[config.mk]
export PLATFORM = sky130hd
export DESIGN_NAME = execute_port1_issue_buffer_flat
export DESIGN_NICKNAME = d
export VERILOG_FILES = /design/src/rtl/execute_port1_issue_buffer_if.sv /design/src/rtl/execute_port1_issue_buffer.sv /design/src/flat_wrapper.sv
export SDC_FILE = /design/constraint.sdc
export NUM_CORES = 1
export LEC_CHECK = 0
export CAP_MARGIN = 5
export CORE_UTILIZATION = 60
export CTS_BUF_LIST = sky130_fd_sc_hd__clkbuf_4 sky130_fd_sc_hd__clkbuf_8
export DETAILED_ROUTE_END_ITERATION = 6
export PLACE_DENSITY = 0.85
export SLEW_MARGIN = 20
export SYNTH_ARGS = -nofsm -noshare
export SYNTH_HDL_FRONTEND = slang
export SYNTH_SLANG_ARGS = --single-unit
[constraint.sdc]
create_clock -name iCLOCK -period 29.3 [get_ports iCLOCK]
set_input_delay 4.395 -clock iCLOCK [delete_from_list [all_inputs] [get_ports iCLOCK]]
set_output_delay 4.395 -clock iCLOCK [all_outputs]
set_load 0.005 [all_outputs]
[src/rtl/execute_port1_issue_buffer_if.sv]
`timescale 1ns/1ps
// ----------------------------------------------------------------------------
// execute_port1_issue_buffer_if
//   Bundles the scheduler-side handshake, the ALU1-side dispatch bus and the
//   status/control lines of the execute port 1 issue buffer.
//
//   master : scheduler / ALU1 environment (drives the i* signals)
//   slave  : the issue buffer itself (drives the o* signals)
//
//   iFREE_EX          synchronous pipeline flush
//   iSCHE_VALID       scheduler presents a micro-op
//   iSCHE_PAYLOAD     100-bit packed micro-op
//   oSCHE_BUSY        buffer full, scheduler must hold
//   oEX_ALU1_VALID    head entry dispatched to ALU1 this cycle
//   oEX_ALU1_PAYLOAD  head entry contents
//   iEX_ALU1_LOCK     ALU1 writeback occupied by a divider result
//   iDIV_RETIRE       one-cycle pulse per divider result leaving ALU1
//   oCOUNT            occupied entries
//   oDIV_INFLIGHT     divides dispatched and not yet retired
// ----------------------------------------------------------------------------
interface execute_port1_issue_buffer_if #(
    parameter int DEPTH_N = 2
) ();
    logic               iFREE_EX;
    logic               iSCHE_VALID;
    logic [99:0]        iSCHE_PAYLOAD;
    logic               oSCHE_BUSY;
    logic               oEX_ALU1_VALID;
    logic [99:0]        oEX_ALU1_PAYLOAD;
    logic               iEX_ALU1_LOCK;
    logic               iDIV_RETIRE;
    logic [DEPTH_N:0]   oCOUNT;
    logic [4:0]         oDIV_INFLIGHT;

    modport master (
        output iFREE_EX, iSCHE_VALID, iSCHE_PAYLOAD, iEX_ALU1_LOCK, iDIV_RETIRE,
        input  oSCHE_BUSY, oEX_ALU1_VALID, oEX_ALU1_PAYLOAD, oCOUNT, oDIV_INFLIGHT
    );

    modport slave (
        input  iFREE_EX, iSCHE_VALID, iSCHE_PAYLOAD, iEX_ALU1_LOCK, iDIV_RETIRE,
        output oSCHE_BUSY, oEX_ALU1_VALID, oEX_ALU1_PAYLOAD, oCOUNT, oDIV_INFLIGHT
    );
endinterface

[src/rtl/execute_port1_issue_buffer.sv]
`timescale 1ns/1ps
// ----------------------------------------------------------------------------
// execute_port1_issue_buffer
//   In-order FIFO between scheduler 1 and execute port 1 (ALU1). Micro-ops
//   are written on iSCHE_VALID while not busy and presented from the head.
//   Non-divide heads wait for ALU1's lock to clear; divide heads ignore the
//   lock but are held once DIV_MAX divides are outstanding so the divider's
//   condition FIFO cannot overflow. iFREE_EX empties the buffer.
//
//   Ports:
//     iCLOCK   clock
//     iRESET   asynchronous active-high reset
//     bus      execute_port1_issue_buffer_if.slave (handshake, payloads,
//              lock, divide retire, flush, occupancy and divide counters)
//
//   Payload layout (bit 99 is a spare bit, stored and passed through):
//     [98] writeback   [97:92] commit_tag  [91:87] cmd   [86:83] afe
//     [82] sys_reg     [81] logic  [80] shift  [79] adder  [78] mul
//     [77] sdiv        [76] udiv
//     [75:44] source0  [43:12] source1
//     [11] dest_sysreg [10:5] dest_regname [4] flags_wb [3:0] flags_regname
// ----------------------------------------------------------------------------
module execute_port1_issue_buffer #(
    parameter int DEPTH   = 4,
    parameter int DEPTH_N = 2,
    parameter int DIV_MAX = 16
) (
    input logic                         iCLOCK,
    input logic                         iRESET,
    execute_port1_issue_buffer_if.slave bus
);
    localparam int PW       = 100;
    localparam int SDIV_BIT = 77;
    localparam int UDIV_BIT = 76;

    logic [PW-1:0]      mem_q [DEPTH];
    logic [DEPTH_N-1:0] wrPtr_q, wrPtr_d;
    logic [DEPTH_N-1:0] rdPtr_q, rdPtr_d;
    logic [DEPTH_N:0]   count_q, count_d;
    logic [4:0]         divInflight_q, divInflight_d;

    logic               empty;
    logic               full;
    logic               headDiv;
    logic               doWrite;
    logic               doDispatch;
    logic               divInc;
    logic               divDec;
    logic [PW-1:0]      headEntry;

    assign headEntry = mem_q[rdPtr_q];

    // Divides bypass the lock (ALU1 accepts them while its divider drains,
    // and the lock itself comes from divide issue) but respect the cap.
    // Dispatch is still evaluated during a flush; ALU1 drops that op itself.
    always_comb begin
        empty      = (count_q == '0);
        full       = (count_q == (DEPTH_N+1)'(DEPTH));
        headDiv    = headEntry[SDIV_BIT] | headEntry[UDIV_BIT];
        doWrite    = bus.iSCHE_VALID && !full && !bus.iFREE_EX;
        doDispatch = !empty && (headDiv ? (divInflight_q < 5'(DIV_MAX))
                                        : !bus.iEX_ALU1_LOCK);
    end

    assign bus.oSCHE_BUSY       = full;
    assign bus.oEX_ALU1_VALID   = doDispatch;
    assign bus.oEX_ALU1_PAYLOAD = headEntry;
    assign bus.oCOUNT           = count_q;
    assign bus.oDIV_INFLIGHT    = divInflight_q;

    // Flush wins over everything; a retire with nothing outstanding is a
    // no-op so the divide counter never wraps below zero.
    always_comb begin
        wrPtr_d       = wrPtr_q;
        rdPtr_d       = rdPtr_q;
        count_d       = count_q;
        divInflight_d = divInflight_q;
        divInc        = doDispatch && headDiv;
        divDec        = bus.iDIV_RETIRE && (divInflight_q != '0);

        if (bus.iFREE_EX) begin
            wrPtr_d       = '0;
            rdPtr_d       = '0;
            count_d       = '0;
            divInflight_d = '0;
        end else begin
            if (doWrite) begin
                wrPtr_d = wrPtr_q + 1'b1;
            end
            if (doDispatch) begin
                rdPtr_d = rdPtr_q + 1'b1;
            end
            case ({doWrite, doDispatch})
                2'b10:   count_d = count_q + 1'b1;
                2'b01:   count_d = count_q - 1'b1;
                default: count_d = count_q;
            endcase
            case ({divInc, divDec})
                2'b10:   divInflight_d = divInflight_q + 1'b1;
                2'b01:   divInflight_d = divInflight_q - 1'b1;
                default: divInflight_d = divInflight_q;
            endcase
        end
    end

    always_ff @(posedge iCLOCK or posedge iRESET) begin
        if (iRESET) begin
            wrPtr_q       <= '0;
            rdPtr_q       <= '0;
            count_q       <= '0;
            divInflight_q <= '0;
        end else begin
            wrPtr_q       <= wrPtr_d;
            rdPtr_q       <= rdPtr_d;
            count_q       <= count_d;
            divInflight_q <= divInflight_d;
        end
    end

    // Storage is only written at the write pointer; the head is never
    // bypassed from the input, so a new entry is visible one cycle later.
    always_ff @(posedge iCLOCK or posedge iRESET) begin
        if (iRESET) begin
            for (int i = 0; i < DEPTH; i++) begin
                mem_q[i] <= '0;
            end
        end else if (doWrite) begin
            mem_q[wrPtr_q] <= bus.iSCHE_PAYLOAD;
        end
    end
endmodule

[src/flat_wrapper.sv]
// flat-port wrapper written by rule: the top's interface ports become plain ports
module execute_port1_issue_buffer_flat 
#(
    parameter int DEPTH   = 4,
    parameter int DEPTH_N = 2,
    parameter int DIV_MAX = 16
)
  (iCLOCK, iRESET, bus_iFREE_EX, bus_iSCHE_VALID, bus_iSCHE_PAYLOAD, bus_iEX_ALU1_LOCK, bus_iDIV_RETIRE, bus_oSCHE_BUSY, bus_oEX_ALU1_VALID, bus_oEX_ALU1_PAYLOAD, bus_oCOUNT, bus_oDIV_INFLIGHT);
  execute_port1_issue_buffer_if #(.DEPTH_N(DEPTH_N)) bus_i ();
  input logic iCLOCK;
  input logic iRESET;
  input wire logic [$bits(bus_i.iFREE_EX)-1:0] bus_iFREE_EX;
  input wire logic [$bits(bus_i.iSCHE_VALID)-1:0] bus_iSCHE_VALID;
  input wire logic [$bits(bus_i.iSCHE_PAYLOAD)-1:0] bus_iSCHE_PAYLOAD;
  input wire logic [$bits(bus_i.iEX_ALU1_LOCK)-1:0] bus_iEX_ALU1_LOCK;
  input wire logic [$bits(bus_i.iDIV_RETIRE)-1:0] bus_iDIV_RETIRE;
  output wire logic [$bits(bus_i.oSCHE_BUSY)-1:0] bus_oSCHE_BUSY;
  output wire logic [$bits(bus_i.oEX_ALU1_VALID)-1:0] bus_oEX_ALU1_VALID;
  output wire logic [$bits(bus_i.oEX_ALU1_PAYLOAD)-1:0] bus_oEX_ALU1_PAYLOAD;
  output wire logic [$bits(bus_i.oCOUNT)-1:0] bus_oCOUNT;
  output wire logic [$bits(bus_i.oDIV_INFLIGHT)-1:0] bus_oDIV_INFLIGHT;
  assign bus_i.iFREE_EX = bus_iFREE_EX;
  assign bus_i.iSCHE_VALID = bus_iSCHE_VALID;
  assign bus_i.iSCHE_PAYLOAD = bus_iSCHE_PAYLOAD;
  assign bus_i.iEX_ALU1_LOCK = bus_iEX_ALU1_LOCK;
  assign bus_i.iDIV_RETIRE = bus_iDIV_RETIRE;
  assign bus_oSCHE_BUSY = bus_i.oSCHE_BUSY;
  assign bus_oEX_ALU1_VALID = bus_i.oEX_ALU1_VALID;
  assign bus_oEX_ALU1_PAYLOAD = bus_i.oEX_ALU1_PAYLOAD;
  assign bus_oCOUNT = bus_i.oCOUNT;
  assign bus_oDIV_INFLIGHT = bus_i.oDIV_INFLIGHT;
  execute_port1_issue_buffer #(.DEPTH(DEPTH), .DEPTH_N(DEPTH_N), .DIV_MAX(DIV_MAX)) u_core (.iCLOCK(iCLOCK), .iRESET(iRESET), .bus(bus_i));
endmodule
Yosys cells after proc, flatten, opt, wreduce, memory -nomap -nowiden --
Cells that the tools add are included.
Operators by class: add/sub/neg operators 6, order comparisons 4, eq/ne operators 5, multiplexer cells 15, bitwise gates (word level) 3, reductions and logical operators 16
Operators by type and width (count):
- bitwise mux 400 bit | 1
- two-way mux 100 bit | 3
- binary-select mux 100 bit (select 2 bit) | 1
- demux 100 bit (select 2 bit) | 1
- case mux 5 bit (2 select lines) | 1
- two-way mux 2 bit | 4
- >= comparator 3 bit (second input constant) | 2
- logical AND 1 bit | 6
- NOT 2 -> 3 bit | 2
- case mux 3 bit (2 select lines) | 1
- nonzero test 3 bit | 2
- adder 5 x 1 -> 5 bit (second input constant) | 1
- < comparator 5 bit (second input constant) | 1
- two-way mux 5 bit | 1
- nonzero test 5 bit | 1
- subtractor 5 x 1 -> 5 bit (second input constant) | 1
- adder 2 x 1 -> 2 bit (second input constant) | 2
- == test 2 x 1 -> 1 bit (second input constant) | 2
- == test 2 bit (second input constant) | 2
- logical NOT 1 bit | 4
- nonzero test 2 bit | 2
- adder 3 x 1 -> 3 bit (second input constant) | 1
- == test 3 bit (second input constant) | 1
- logical NOT 3 bit | 1
- other kinds (5) | 5
Word-level totals: flip-flop bits (word level) 412, bits of input ports 106, output and inout bits 110

Longest topological paths before layout --
depth in word-level cells 11, gate-level depth with buffers 10

Worst setup path after synthesis --
OpenSTA, ideal clock, no wires.
path kind input to output, from in bus_iEX_ALU1_LOCK, to out bus_oEX_ALU1_VALID, data arrival time 4963 ps, path slack 19942 ps, stages 3, path buffers 1, cells stage by stage nor4b_2 -> or2_1 -> buf_6
Between the ends: word-level cells in the longest chain between the ends 3
Ends and longest elaborated chain:
- start, declared | line flat_wrapper.sv:15 | input wire logic [$bits(bus_i.iEX_ALU1_LOCK)-1:0] bus_iEX_ALU1_LOCK;
- logical NOT 1 bit | line execute_port1_issue_buffer.sv:62 | : !bus.iEX_ALU1_LOCK);
- two-way mux 1 bit | line execute_port1_issue_buffer.sv:61 | doDispatch = !empty && (headDiv ? (divInflight_q < 5'(DIV_MAX))
- logical AND 1 bit | line execute_port1_issue_buffer.sv:61
- end, declared | line flat_wrapper.sv:18 | output wire logic [$bits(bus_i.oEX_ALU1_VALID)-1:0] bus_oEX_ALU1_VALID;
Every way passes these cells.

Worst setup path in the final report --
Same ends and word-level chain as after synthesis.

==> results.tsv <==
stage	metric	value	unit
timing	setup_slack	18800	ps
logic_synthesis	synth_area	18000	um^2
global_route	grtUsageTotal	25.2	%
timing	fin_setup_tns	0	ps
floorplanning	dieArea	30600	um^2
global_route	grt_pass1_vias	11100	
cts	cts_hold_buf	0	
critical_path	worstSetupEndpointType	output port	
place	dp.cells	1595	
timing	layout_min_cycle_time	10500	ps
final_layout	area_delta_synth_final	21.6	%
logic_synthesis	synthTopCellsByArea	dfrtp_1 (57%), mux2_2 (25%), mux4_2 (13%), buf_2 (1.2%), ha_1 (0.49%)	
cts	cts_inserted_buffers	69	
critical_path	critPathRequiredTime	24900	ps
critical_path	startpoint_type	primary input	
floorplanning	core	29100	um^2
cts	clk_latency	580	ps
final_layout	multi_input_area	7350	um^2
cts	clockBufferDepth	3	
pwr	leakage	9.60	nW
drt	wl	36.5	mm
cts	clkTransAtPathRegs	60	ps
place	place.gp.congestion	0.716	
final_layout	final_cells	1714	
final_layout	final_nets	1397	
cts	post_cts_buffers	0	
logic_synthesis	synthCells	1052	
critical_path	cp_max_fo	5	
flow_run	maxCapViolations	0	
critical_path	crit_top_cell	clkdlybuf4s50_1	
logic_synthesis	synth_top_flop_cell	dfrtp_1	
timing	rsz0062_at_grt	false	
logic_synthesis	ys_ff_latch	412	
floorplanning	design.portCount	216	
cts	htreeDepth	3	
pwr	ir_drop	0.0000667	V
critical_path	crit_slowest_cell	clkdlybuf4s50_1	
floorplanning	start_util	61.7	%
cts	root_buffer	clkbuf_8	
place	dp_slack	18800	ps
global_route	grt_pass1_wl	60.2	mm
drt	dr.pass1.iters	4	
logic_synthesis	async_reset_ff_share	100	%
critical_path	arrival	6100	ps
logic_synthesis	ys_warn_count	0	
cts	cts_resized	0	
logic_synthesis	yosysSeqAreaShare	57.4	%
drt	drc	0	
logic_synthesis	avgSynthCellArea	17.1	um^2
logic_synthesis	synth-edff-count	0	
pwr	power_density	106	nW/um^2
global_route	antenna_found_initial	3	
floorplanning	fp.dieH	175	um
timing	maxSlewViolCount	0	
final_layout	antenna_cells	0	
drt	routedWlPerCell	21.3	um
status	status	finished, final reports clean	
critical_path	cp_cell_sequence	clkdlybuf4s50_1, nor4b_2, or2_1, clkdlybuf4s50_1	
final_layout	drive_gt1_share	48.3	%
floorplanning	fp-row-count	62	
timing	worst_pin_slew	1110	ps
cts	clock_sinks	412	
logic_synthesis	yosysTopAreaCell	dfrtp_1	
timing	finalSetupViolCount	0	
global_route	grt.overflow.total	0	
global_route	grt_max_degree	178	
critical_path	crit_type	primary input to output port	
logic_synthesis	synth_top_area_share	57.4	%
cts	cts_tree	done	
logic_synthesis	syn-num-nets	1167	
final_layout	n_fill_cell	1786	
floorplanning	die_w	175	um
drt	antenna_left	0	
place	dp_hpwl	21.7	mm
drt	via_per_inst	5.83	
timing	worst_slew_margin_rel	26.3	%
final_layout	ff_latch_area	10300	um^2
drt	drt_iter0_drc	444	
timing	hold_viol	0	
timing	clock_skew	26.3	ps
min_path	hold_path.class	register to register	
drt	num_vias	9990	
timing	fmax	0.0953	GHz
place	port-buffer-count	215	
logic_synthesis	synth_cell_types	34	
timing	fin_crit_sh	35.8	%
critical_path	max_stage_delay	590	ps
==> final cells by class <==
type | instances | share of cell area, %
Sequential cell | 412 | 47.2
Multi-Input combinational cell | 566 | 33.6
Timing Repair Buffer | 225 | 10.3
Clock buffer | 109 | 6.07
Tap cell | 384 | 2.20
Clock inverter | 10 | 0.413
Inverter | 8 | 0.172
==> state kept, by name (all words and copies together), names as in the netlist <==
signal,flops
u_core.bus.oCOUNT,3
u_core.mem_q,400
u_core.bus.oDIV_INFLIGHT,5
u_core.wrPtr_q,2
u_core.rdPtr_q,2
==> synthesized netlist by cell type (3+ instances only) <==
cell type / count
mux4_2: 100
dfrtp_1: 412
o21ai_0: 3
a211oi_1: 3
nor2_1: 8
nor3_1: 3
ha_1: 7
mux2_2: 400
nor2b_1: 4
nor3b_1: 3
inv_1: 8
nand2b_1: 4
xnor2_1: 3
xor2_1: 3
nand2_1: 4
buf_2: 42
clkbuf_1: 20
==> stage by stage <==
step	area (um^2)	util [%]	hold WS (ps)	power (W)
after global placement	20400	70.2	481	0.00177
after CTS	21800	75.0	499	0.00234
final	21800	75.1	499	0.00231
after floorplan	18000	-	474	0.00144
after global routing	21800	75.1	512	0.00245
after detailed placement	20400	70.2	487	0.00181
==> critical path: cells and delay by family <==
kind | cells | cell delay, ps
and+or+nand+nor | 2 | 680
buffers and inverters | 2 | 1030
==> logic make-up (layout without fill, tap and decap cells) <==
family	count (synthesis)	count (layout)	synth area share [%]
muxes	504	504	37.9
xor gates and xnor gates	8	8	0.537
and+or+nand+nor	32	32	1.02
adders and majority gates	9	9	0.711
DFF	412	412	57.4
AOI/OAI and AO/OA	13	13	0.550
buffers and inverters	74	352	1.92
==> worst paths after layout <==
check / startpoint / endpoint / slack [ps] / cells after the start
hold reg to reg: u_core.mem_q[240] / u_core.mem_q[240] / 500 / 1
setup reg to reg: u_core.rdPtr_q[0] / u_core.bus.oCOUNT[2] / 24870 / 9
setup / recovery: bus_iEX_ALU1_LOCK / bus_oEX_ALU1_VALID / 18800 / 4
hold / removal: u_core.mem_q[240] / u_core.mem_q[240] / 500 / 1
max in group asynchronous: iRESET / u_core.rdPtr_q[1] / 21890 / 5
min in group asynchronous: iRESET / u_core.mem_q[150] / 4350 / 2
==> power breakdown <==
group / total [W] / switching, W / internal (W)
registers: 0.000956 / 0.000135 / 0.000821
logic: 0.000838 / 0.000273 / 0.000565
clock network: 0.000519 / 0.000223 / 0.000296
total: 0.00231 / 0.000631 / 0.00168
==> cell usage in the layout (no fill, tap or decap), types with 3 or more instances in the layout <==
cell type	netlist	final
clkdlybuf4s50_1	0	215
a211oi_1	3	3
buf_4	0	9
clkinv_2	0	4
dfrtp_1	412	410
clkinvlp_4	0	3
xor2_1	3	3
clkbuf_8	0	81
mux4_2	100	100
o21ai_0	3	3
clkbuf_4	0	28
ha_1	7	7
xnor2_1	3	3
inv_1	8	7
nor2b_1	4	4
nor2_1	8	8
mux2_2	400	400
nor3_1	3	3
nand2b_1	4	4
nand2_4	0	4
==> per-layer routing <==
layer	track usage (%)	routed length, um	vias up
met1	33.6	15700	5277
met4	8.37	824	4
met5	0	31	-
met3	6.77	2140	63
met2	40.4	17800	240
li1	-	-	4406
Power figures use the tool's default switching activity.
